$ cat src/rtl/serial_link_pkg.sv
// Shared definitions for the 4-bit serial link: FSM state encoding and default frame geometry
// used by the transmitter, the receiver and the bench.
package serial_link_pkg;

    typedef enum logic [1:0] {
        ST_IDLE  = 2'd0,
        ST_SHIFT = 2'd1,
        ST_PAR   = 2'd2
    } state_t;

    localparam int DEF_WIDTH   = 4;
    localparam int DEF_GAP_MAX = 8;

endpackage

$ cat src/rtl/serial_nibble_receiver_if.sv
// Serial-in / parallel-out bundle of the nibble receiver; slave = receiver side, master = driver side.
// PAR_ERR exists only when SERIAL_RX_PARITY_EN is defined.
interface serial_nibble_receiver_if
    import serial_link_pkg::*;
#(
    parameter int WIDTH = DEF_WIDTH
);
    logic             S_IN;
    logic             S_EN;
    logic             S_SOF;
    logic             DATA_ACK;
    logic [WIDTH-1:0] Q;
    logic             DATA_VALID;
    logic             OVERRUN;
    logic             TIMEOUT_ERR;
    logic             BUSY;
`ifdef SERIAL_RX_PARITY_EN
    logic             PAR_ERR;

    modport slave  (input  S_IN, S_EN, S_SOF, DATA_ACK,
                    output Q, DATA_VALID, OVERRUN, TIMEOUT_ERR, BUSY, PAR_ERR);
    modport master (output S_IN, S_EN, S_SOF, DATA_ACK,
                    input  Q, DATA_VALID, OVERRUN, TIMEOUT_ERR, BUSY, PAR_ERR);
`else
    modport slave  (input  S_IN, S_EN, S_SOF, DATA_ACK,
                    output Q, DATA_VALID, OVERRUN, TIMEOUT_ERR, BUSY);
    modport master (output S_IN, S_EN, S_SOF, DATA_ACK,
                    input  Q, DATA_VALID, OVERRUN, TIMEOUT_ERR, BUSY);
`endif
endinterface

$ cat src/rtl/rx_shift_core.sv
// Shift register + bit counter; o_word/o_done are combinational views of the word as it will be
// after this cycle's bit, so the top can load Q on the same edge that samples the last bit.
module rx_shift_core #(
    parameter int WIDTH     = 4,
    parameter bit MSB_FIRST = 1'b1
) (
    input  logic             clk,
    input  logic             rst_n,
    input  logic             i_start,
    input  logic             i_shift,
    input  logic             i_clear,
    input  logic             i_bit,
    output logic [WIDTH-1:0] o_word,
    output logic             o_done
);
    localparam int CNT_W = $clog2(WIDTH + 1);
    localparam logic [CNT_W-1:0] CNT_FULL = CNT_W'(WIDTH);

    logic [WIDTH-1:0] r_sr;
    logic [WIDTH-1:0] w_base;
    logic [WIDTH-1:0] w_next;
    logic [CNT_W-1:0] r_cnt;
    logic [CNT_W-1:0] w_cnt_nxt;
    logic             w_take;

    always_comb begin
        w_take    = i_start || i_shift;
        w_base    = i_start ? '0 : r_sr;
        w_cnt_nxt = i_start ? CNT_W'(1) : r_cnt + CNT_W'(1);
        o_word    = w_take ? w_next : r_sr;
        o_done    = w_take && (w_cnt_nxt == CNT_FULL);
    end

    generate
        if (WIDTH == 1) begin : g_one
            assign w_next = i_bit;
        end else if (MSB_FIRST) begin : g_msb
            assign w_next = {w_base[WIDTH-2:0], i_bit};
        end else begin : g_lsb
            assign w_next = {i_bit, w_base[WIDTH-1:1]};
        end
    endgenerate

    always_ff @(posedge clk) begin
        if (!rst_n) begin
            r_sr  <= '0;
            r_cnt <= '0;
        end else if (w_take) begin
            r_sr  <= w_next;
            r_cnt <= o_done ? '0 : w_cnt_nxt;
        end else if (i_clear) begin
            r_cnt <= '0;
        end
    end

endmodule

$ cat src/rtl/serial_nibble_receiver.sv
// Serial-to-parallel receiver: Q/DATA_VALID one cycle after the last bit; held until DATA_ACK,
// a new word overwrites and flags OVERRUN. Even parity bit + PAR state with SERIAL_RX_PARITY_EN.
module serial_nibble_receiver
    import serial_link_pkg::*;
#(
    parameter int WIDTH     = DEF_WIDTH,
    parameter bit MSB_FIRST = 1'b1,
    parameter int GAP_MAX   = DEF_GAP_MAX
) (
    input  logic                    CLK,
    input  logic                    RESET,
    serial_nibble_receiver_if.slave bus
);
    localparam logic [7:0] GAP_LIM = 8'(GAP_MAX);

    state_t           r_state;
    state_t           w_state_nxt;
    logic [7:0]       r_gap;
    logic [7:0]       w_gap_inc;
    logic [WIDTH-1:0] r_q;
    logic [WIDTH-1:0] w_word;
    logic             r_vld;
    logic             r_ovr;
    logic             r_tmo;
    logic             w_start;
    logic             w_shift;
    logic             w_done;
    logic             w_timeout;
    logic             w_complete;
`ifdef SERIAL_RX_PARITY_EN
    logic             r_perr;
    logic             w_par_bit;
    logic             w_par_bad;
`endif

    rx_shift_core #(
        .WIDTH     (WIDTH),
        .MSB_FIRST (MSB_FIRST)
    ) u_core (
        .clk     (CLK),
        .rst_n   (RESET),
        .i_start (w_start),
        .i_shift (w_shift),
        .i_clear (w_timeout),
        .i_bit   (bus.S_IN),
        .o_word  (w_word),
        .o_done  (w_done)
    );

    // SOF restarts the frame from any state, silently dropping a partial one.
    always_comb begin
        w_start   = bus.S_EN && bus.S_SOF;
        w_shift   = bus.S_EN && !bus.S_SOF && (r_state == ST_SHIFT);
        w_gap_inc = (r_gap == 8'hFF) ? r_gap : r_gap + 8'd1;
        w_timeout = (r_state != ST_IDLE) && !bus.S_EN && (w_gap_inc >= GAP_LIM);
`ifdef SERIAL_RX_PARITY_EN
        w_par_bit  = bus.S_EN && !bus.S_SOF && (r_state == ST_PAR);
        w_par_bad  = w_par_bit && ((^w_word) != bus.S_IN);
        w_complete = w_par_bit && !w_par_bad;
`else
        w_complete = w_done;
`endif
    end

    always_comb begin
        w_state_nxt = r_state;
        if (w_start || w_shift) begin
            if (w_done) begin
`ifdef SERIAL_RX_PARITY_EN
                w_state_nxt = ST_PAR;
`else
                w_state_nxt = ST_IDLE;
`endif
            end else begin
                w_state_nxt = ST_SHIFT;
            end
        end else if (w_timeout) begin
            w_state_nxt = ST_IDLE;
        end
`ifdef SERIAL_RX_PARITY_EN
        else if (w_par_bit) begin
            w_state_nxt = ST_IDLE;
        end
`endif
    end

    always_ff @(posedge CLK) begin
        if (!RESET) begin
            r_state <= ST_IDLE;
            r_gap   <= '0;
            r_q     <= '0;
            r_vld   <= 1'b0;
            r_ovr   <= 1'b0;
            r_tmo   <= 1'b0;
`ifdef SERIAL_RX_PARITY_EN
            r_perr  <= 1'b0;
`endif
        end else begin
            r_state <= w_state_nxt;
            r_gap   <= (bus.S_EN || (w_state_nxt == ST_IDLE)) ? '0 : w_gap_inc;
            r_tmo   <= w_timeout;
            // A simultaneous ack retires the old word, so the new one is not an overrun.
            if (w_complete) begin
                r_q   <= w_word;
                r_vld <= 1'b1;
                if (r_vld && !bus.DATA_ACK) begin
                    r_ovr <= 1'b1;
                end
            end
`ifdef SERIAL_RX_PARITY_EN
            else if (w_par_bad) begin
                r_q   <= w_word;
                r_vld <= 1'b0;
            end
`endif
            else if (bus.DATA_ACK) begin
                r_vld <= 1'b0;
            end
`ifdef SERIAL_RX_PARITY_EN
            r_perr <= w_par_bad;
`endif
        end
    end

    assign bus.Q           = r_q;
    assign bus.DATA_VALID  = r_vld;
    assign bus.OVERRUN     = r_ovr;
    assign bus.TIMEOUT_ERR = r_tmo;
    assign bus.BUSY        = (r_state == ST_SHIFT);
`ifdef SERIAL_RX_PARITY_EN
    assign bus.PAR_ERR     = r_perr;
`endif

endmodule
$ cat src/flat_wrapper.sv
// flat-port wrapper written by rule: the top's interface ports become plain ports
module serial_nibble_receiver_flat import serial_link_pkg::*;
#(
    parameter int WIDTH     = DEF_WIDTH,
    parameter bit MSB_FIRST = 1'b1,
    parameter int GAP_MAX   = DEF_GAP_MAX
)
  (CLK, RESET, bus_S_IN, bus_S_EN, bus_S_SOF, bus_DATA_ACK, bus_Q, bus_DATA_VALID, bus_OVERRUN, bus_TIMEOUT_ERR, bus_BUSY);
  serial_nibble_receiver_if #(.WIDTH(WIDTH)) bus_i ();
  input  logic CLK;
  input  logic RESET;
  input wire logic [$bits(bus_i.S_IN)-1:0] bus_S_IN;
  input wire logic [$bits(bus_i.S_EN)-1:0] bus_S_EN;
  input wire logic [$bits(bus_i.S_SOF)-1:0] bus_S_SOF;
  input wire logic [$bits(bus_i.DATA_ACK)-1:0] bus_DATA_ACK;
  output wire logic [$bits(bus_i.Q)-1:0] bus_Q;
  output wire logic [$bits(bus_i.DATA_VALID)-1:0] bus_DATA_VALID;
  output wire logic [$bits(bus_i.OVERRUN)-1:0] bus_OVERRUN;
  output wire logic [$bits(bus_i.TIMEOUT_ERR)-1:0] bus_TIMEOUT_ERR;
  output wire logic [$bits(bus_i.BUSY)-1:0] bus_BUSY;
  assign bus_i.S_IN = bus_S_IN;
  assign bus_i.S_EN = bus_S_EN;
  assign bus_i.S_SOF = bus_S_SOF;
  assign bus_i.DATA_ACK = bus_DATA_ACK;
  assign bus_Q = bus_i.Q;
  assign bus_DATA_VALID = bus_i.DATA_VALID;
  assign bus_OVERRUN = bus_i.OVERRUN;
  assign bus_TIMEOUT_ERR = bus_i.TIMEOUT_ERR;
  assign bus_BUSY = bus_i.BUSY;
  serial_nibble_receiver #(.WIDTH(WIDTH), .MSB_FIRST(MSB_FIRST), .GAP_MAX(GAP_MAX)) u_core (.CLK(CLK), .RESET(RESET), .bus(bus_i));
endmodule
$ cat config.mk
export PLATFORM = sky130hd
export DESIGN_NAME = serial_nibble_receiver_flat
export DESIGN_NICKNAME = d
export VERILOG_FILES = /design/src/rtl/serial_link_pkg.sv /design/src/rtl/serial_nibble_receiver_if.sv /design/src/rtl/rx_shift_core.sv /design/src/rtl/serial_nibble_receiver.sv /design/src/flat_wrapper.sv
export SDC_FILE = /design/constraint.sdc
export NUM_CORES = 1
export LEC_CHECK = 0
export ABC_AREA = 1
export CAP_MARGIN = 20
export CORE_AREA = 2 2 70 72
export DETAILED_ROUTE_END_ITERATION = 16
export DIE_AREA = 0 0 72 74
export DONT_BUFFER_PORTS = 1
export PLACE_DENSITY_LB_ADDON = 0.05
export RECOVER_POWER = 25
export SLEW_MARGIN = 20
export SYNTH_ARGS = -nofsm -noshare
export SYNTH_HDL_FRONTEND = slang
export SYNTH_SLANG_ARGS = --single-unit
$ cat constraint.sdc
create_clock -name CLK -period 1.8 [get_ports CLK]
set_input_delay 0.36 -clock CLK [delete_from_list [all_inputs] [get_ports CLK]]
set_output_delay 0.36 -clock CLK [all_outputs]
set_load 0.01 [all_outputs]
==> metrics <==
DRC Markers 0; top_reg_cell synth dfxtp_1; worst skew pair latency about 0.26 ns; hold path depth 1; switching portion of total power between 20% and 30%; Post-synth EDFFs 0; Vias 926; Max-Cap Viols 0; Reg2Reg Depth 12; die width ~72 um; setup_tns 0 ns; DP Area 1207 um^2; drt first pass iters 3; Synth Warn # 0; vias in the first global route roughly 900; # rows 25; clock root buffer clkbuf_8; synthesis-to-layout area growth 19.84%; Critical Path Source u_core.r_gap[0]$_SDFF_PP0_; Area contributors post-synth dfxtp_1 (44%), nand2_1 (12%), inv_1 (7.1%), nor2_1 (7.1%), a21oi_1 (3.6%); Final Cycle Share between 90% and 100%; required time of the critical path around 2 ns; Starting DRT DRC Count 10; combinational share of power 10.0%; Pwr Density 729.4 nW/um^2; delay-heaviest family, CP simple AND/OR/NAND/NOR gates; NetSw about 0.23 mW; most used cell, CP nand3_2; diode count 0; Final Util ~29%; Multi-input gate area between 500 and 600 um^2; routability cong. about 0.77; area leader, netlist dfxtp_1; status completed; initial core utilization between 20% and 30%; # setup viols final 0; hpwl dp between 1.5 and 2 mm; # hold bufs at CTS 0; die area roughly 5300 um^2; worst r2r src u_core.r_gap[0]$_SDFF_PP0_; clk_skew 0.004745 ns; post-synth top area share approximately 44%; CP Buf/Inv Count 1; max frequency approximately 600 MHz; CTS tree built; fraction of registers with async set or reset after synthesis 0%; Final Max Slew Viols 0; I/O Pins 14; cts bufs inserted 3; worst path cell trace ha_4, nand3_4, inv_2, nand2_4, nand3_2, nor2_2, nand3_2, a21oi_4, nand3_2, nand2_2, nand2_2, nor2_1; port buffer count 0; clk buf depth 2; Filler Cells Inserted 506; CTS HTree Levels 1; critical path arrival between 1.5 and 2 ns; Critical Path Start Type flop; first-pass GRT wire length a little under 4 mm; min Tclk post-route about 1.7 ns; die height ~74 um; maximum VDD drop between 0.15 and 0.2 mV; layout cell share with drive strength beyond 1 ~22%; Worst Path Max Fanout 5; ANT nets after route 0; number of synthesized register bits 24; Pint about 0.73 mW; worst stage delay on the critical path 0.35 ns; Synth top cells by count nand2_1 (36), dfxtp_1 (24), inv_1 (21), nor2_1 (21); hold_sp RESET; Post-Syn Area 1104 um^2; Avg Cell Area, Syn roughly 7.4 um^2; most frequent cell after synthesis nand2_1; DR vias/cell 4.287; Slowest cell on crit path dfxtp_2; sequential element share of the synthesized area between 40% and 50%; register area slightly below 500 um^2; WL/cell approximately 11 um; WS Path Type reg -> reg; clock share of power roughly 32%; synth unique cells 24; grt ovf 0; sequential share of power 58.0%; total global-route track usage under 10%; crit path capture type flop; static leakage roughly 0.57 nW; Core Region approximately 4600 um^2; total clock sinks 24; Routed WL 2.305 mm; antenna violations before repair 0; largest net degree at the start of global routing 14; final hold violations 0; fin area between 1000 and 1500 um^2; Worst path depth 12; Hold Crit Class in -> reg; Final nets 172; Post-Synthesis Cells 150; clk slew on worst S/H paths 0.08 ns
-- metal layers --
metal,track usage (%),share of wire (%),vias to the layer above
met5,0,0,-
met4,5.031,3.6,0
met3,2.981,4.8,9
met2,18.21,52,14
met1,9.318,39,422
li1,-,-,481
-- worst paths after layout --
check                           slack [ns]                                   to
worst min-delay path                  0.21      u_core.bus.OVERRUN$_SDFFE_PN0P_
worst max register to register        0.11           u_core.r_gap[0]$_SDFF_PP0_
worst min register to register        0.48  u_core.u_core.r_cnt[1]$_SDFFE_PN0P_
worst max-delay path                  0.11           u_core.r_gap[0]$_SDFF_PP0_
-- sequential cells by signal, summed over array words and instances (netlist names) --
signal,count
u_core.u_core.r_cnt,3
u_core.bus.TIMEOUT_ERR,1
u_core.bus.DATA_VALID,1
u_core.r_state,2
u_core.u_core.r_sr,4
u_core.bus.OVERRUN,1
u_core.bus.Q,4
u_core.r_gap,8
-- kinds of logic (layout without fill, tap and decap cells) --
logic type	count (synthesis)	after routing	share of synthesized area, %
AO/OA/AOI/OAI	16	16	8.844
adder cells (fa/ha/maj)	2	2	2.267
multiplexers	1	1	0.9071
other	1	5	0.3398
XOR/XNOR	2	2	1.588
buffers and inverters	24	32	8.276
flip-flops	24	24	43.54
AND/OR/NAND/NOR	80	80	34.24
-- timing repair --
action	CTS	global route
setup buffers	0	3
resized for setup	1	14
setup endpoints to repair	3	7
pin swaps	0	4
-- cell type report --
type                    count  area share (%)
well taps                  54           5.109
inverters                  22           6.244
multi-input cells         106           44.56
clock buffers               3           3.122
repair buffers              7           3.974
flip-flops and latches     24           36.99
-- power groups by stage --
stage	Clock (mW)	Combinational, mW	Sequential (mW)
floorplan	0	0.0704	0.568
global placement	0	0.0936	0.572
detailed placement	0	0.0929	0.572
CTS	0.327	0.0936	0.559
global route	0.353	0.111	0.562
finish	0.309	0.0962	0.560
-- through the flow --
step                instances  worst slack, ns  total power, mW  hold slack [ns]
CTS                       213          0.02537           0.9796           0.2080
global route              216         -0.02792            1.025           0.2027
detailed placement        210          0.01526           0.6646           0.4692
floorplan                 154           0.2464           0.6380           0.4429
global placement          210          0.03117           0.6652           0.4605
finish                    216           0.1132           0.9647           0.2143
-- cell usage in the layout, fill, tap and decap left out, types with 2 or more instances in the layout --
cell type,synthesis,layout
buf_4,0,7
clkbuf_8,0,3
dfxtp_2,0,4
nor2_2,5,4
dfxtp_1,24,19
a21oi_1,8,8
nand3_2,4,4
o22ai_1,3,3
nand2_2,3,5
o21ai_0,2,2
xor2_1,2,2
nor2_1,21,21
nand3_1,8,7
nand2_1,36,33
conb_1,1,5
inv_1,21,21
(Power assumes the default switching activity.)
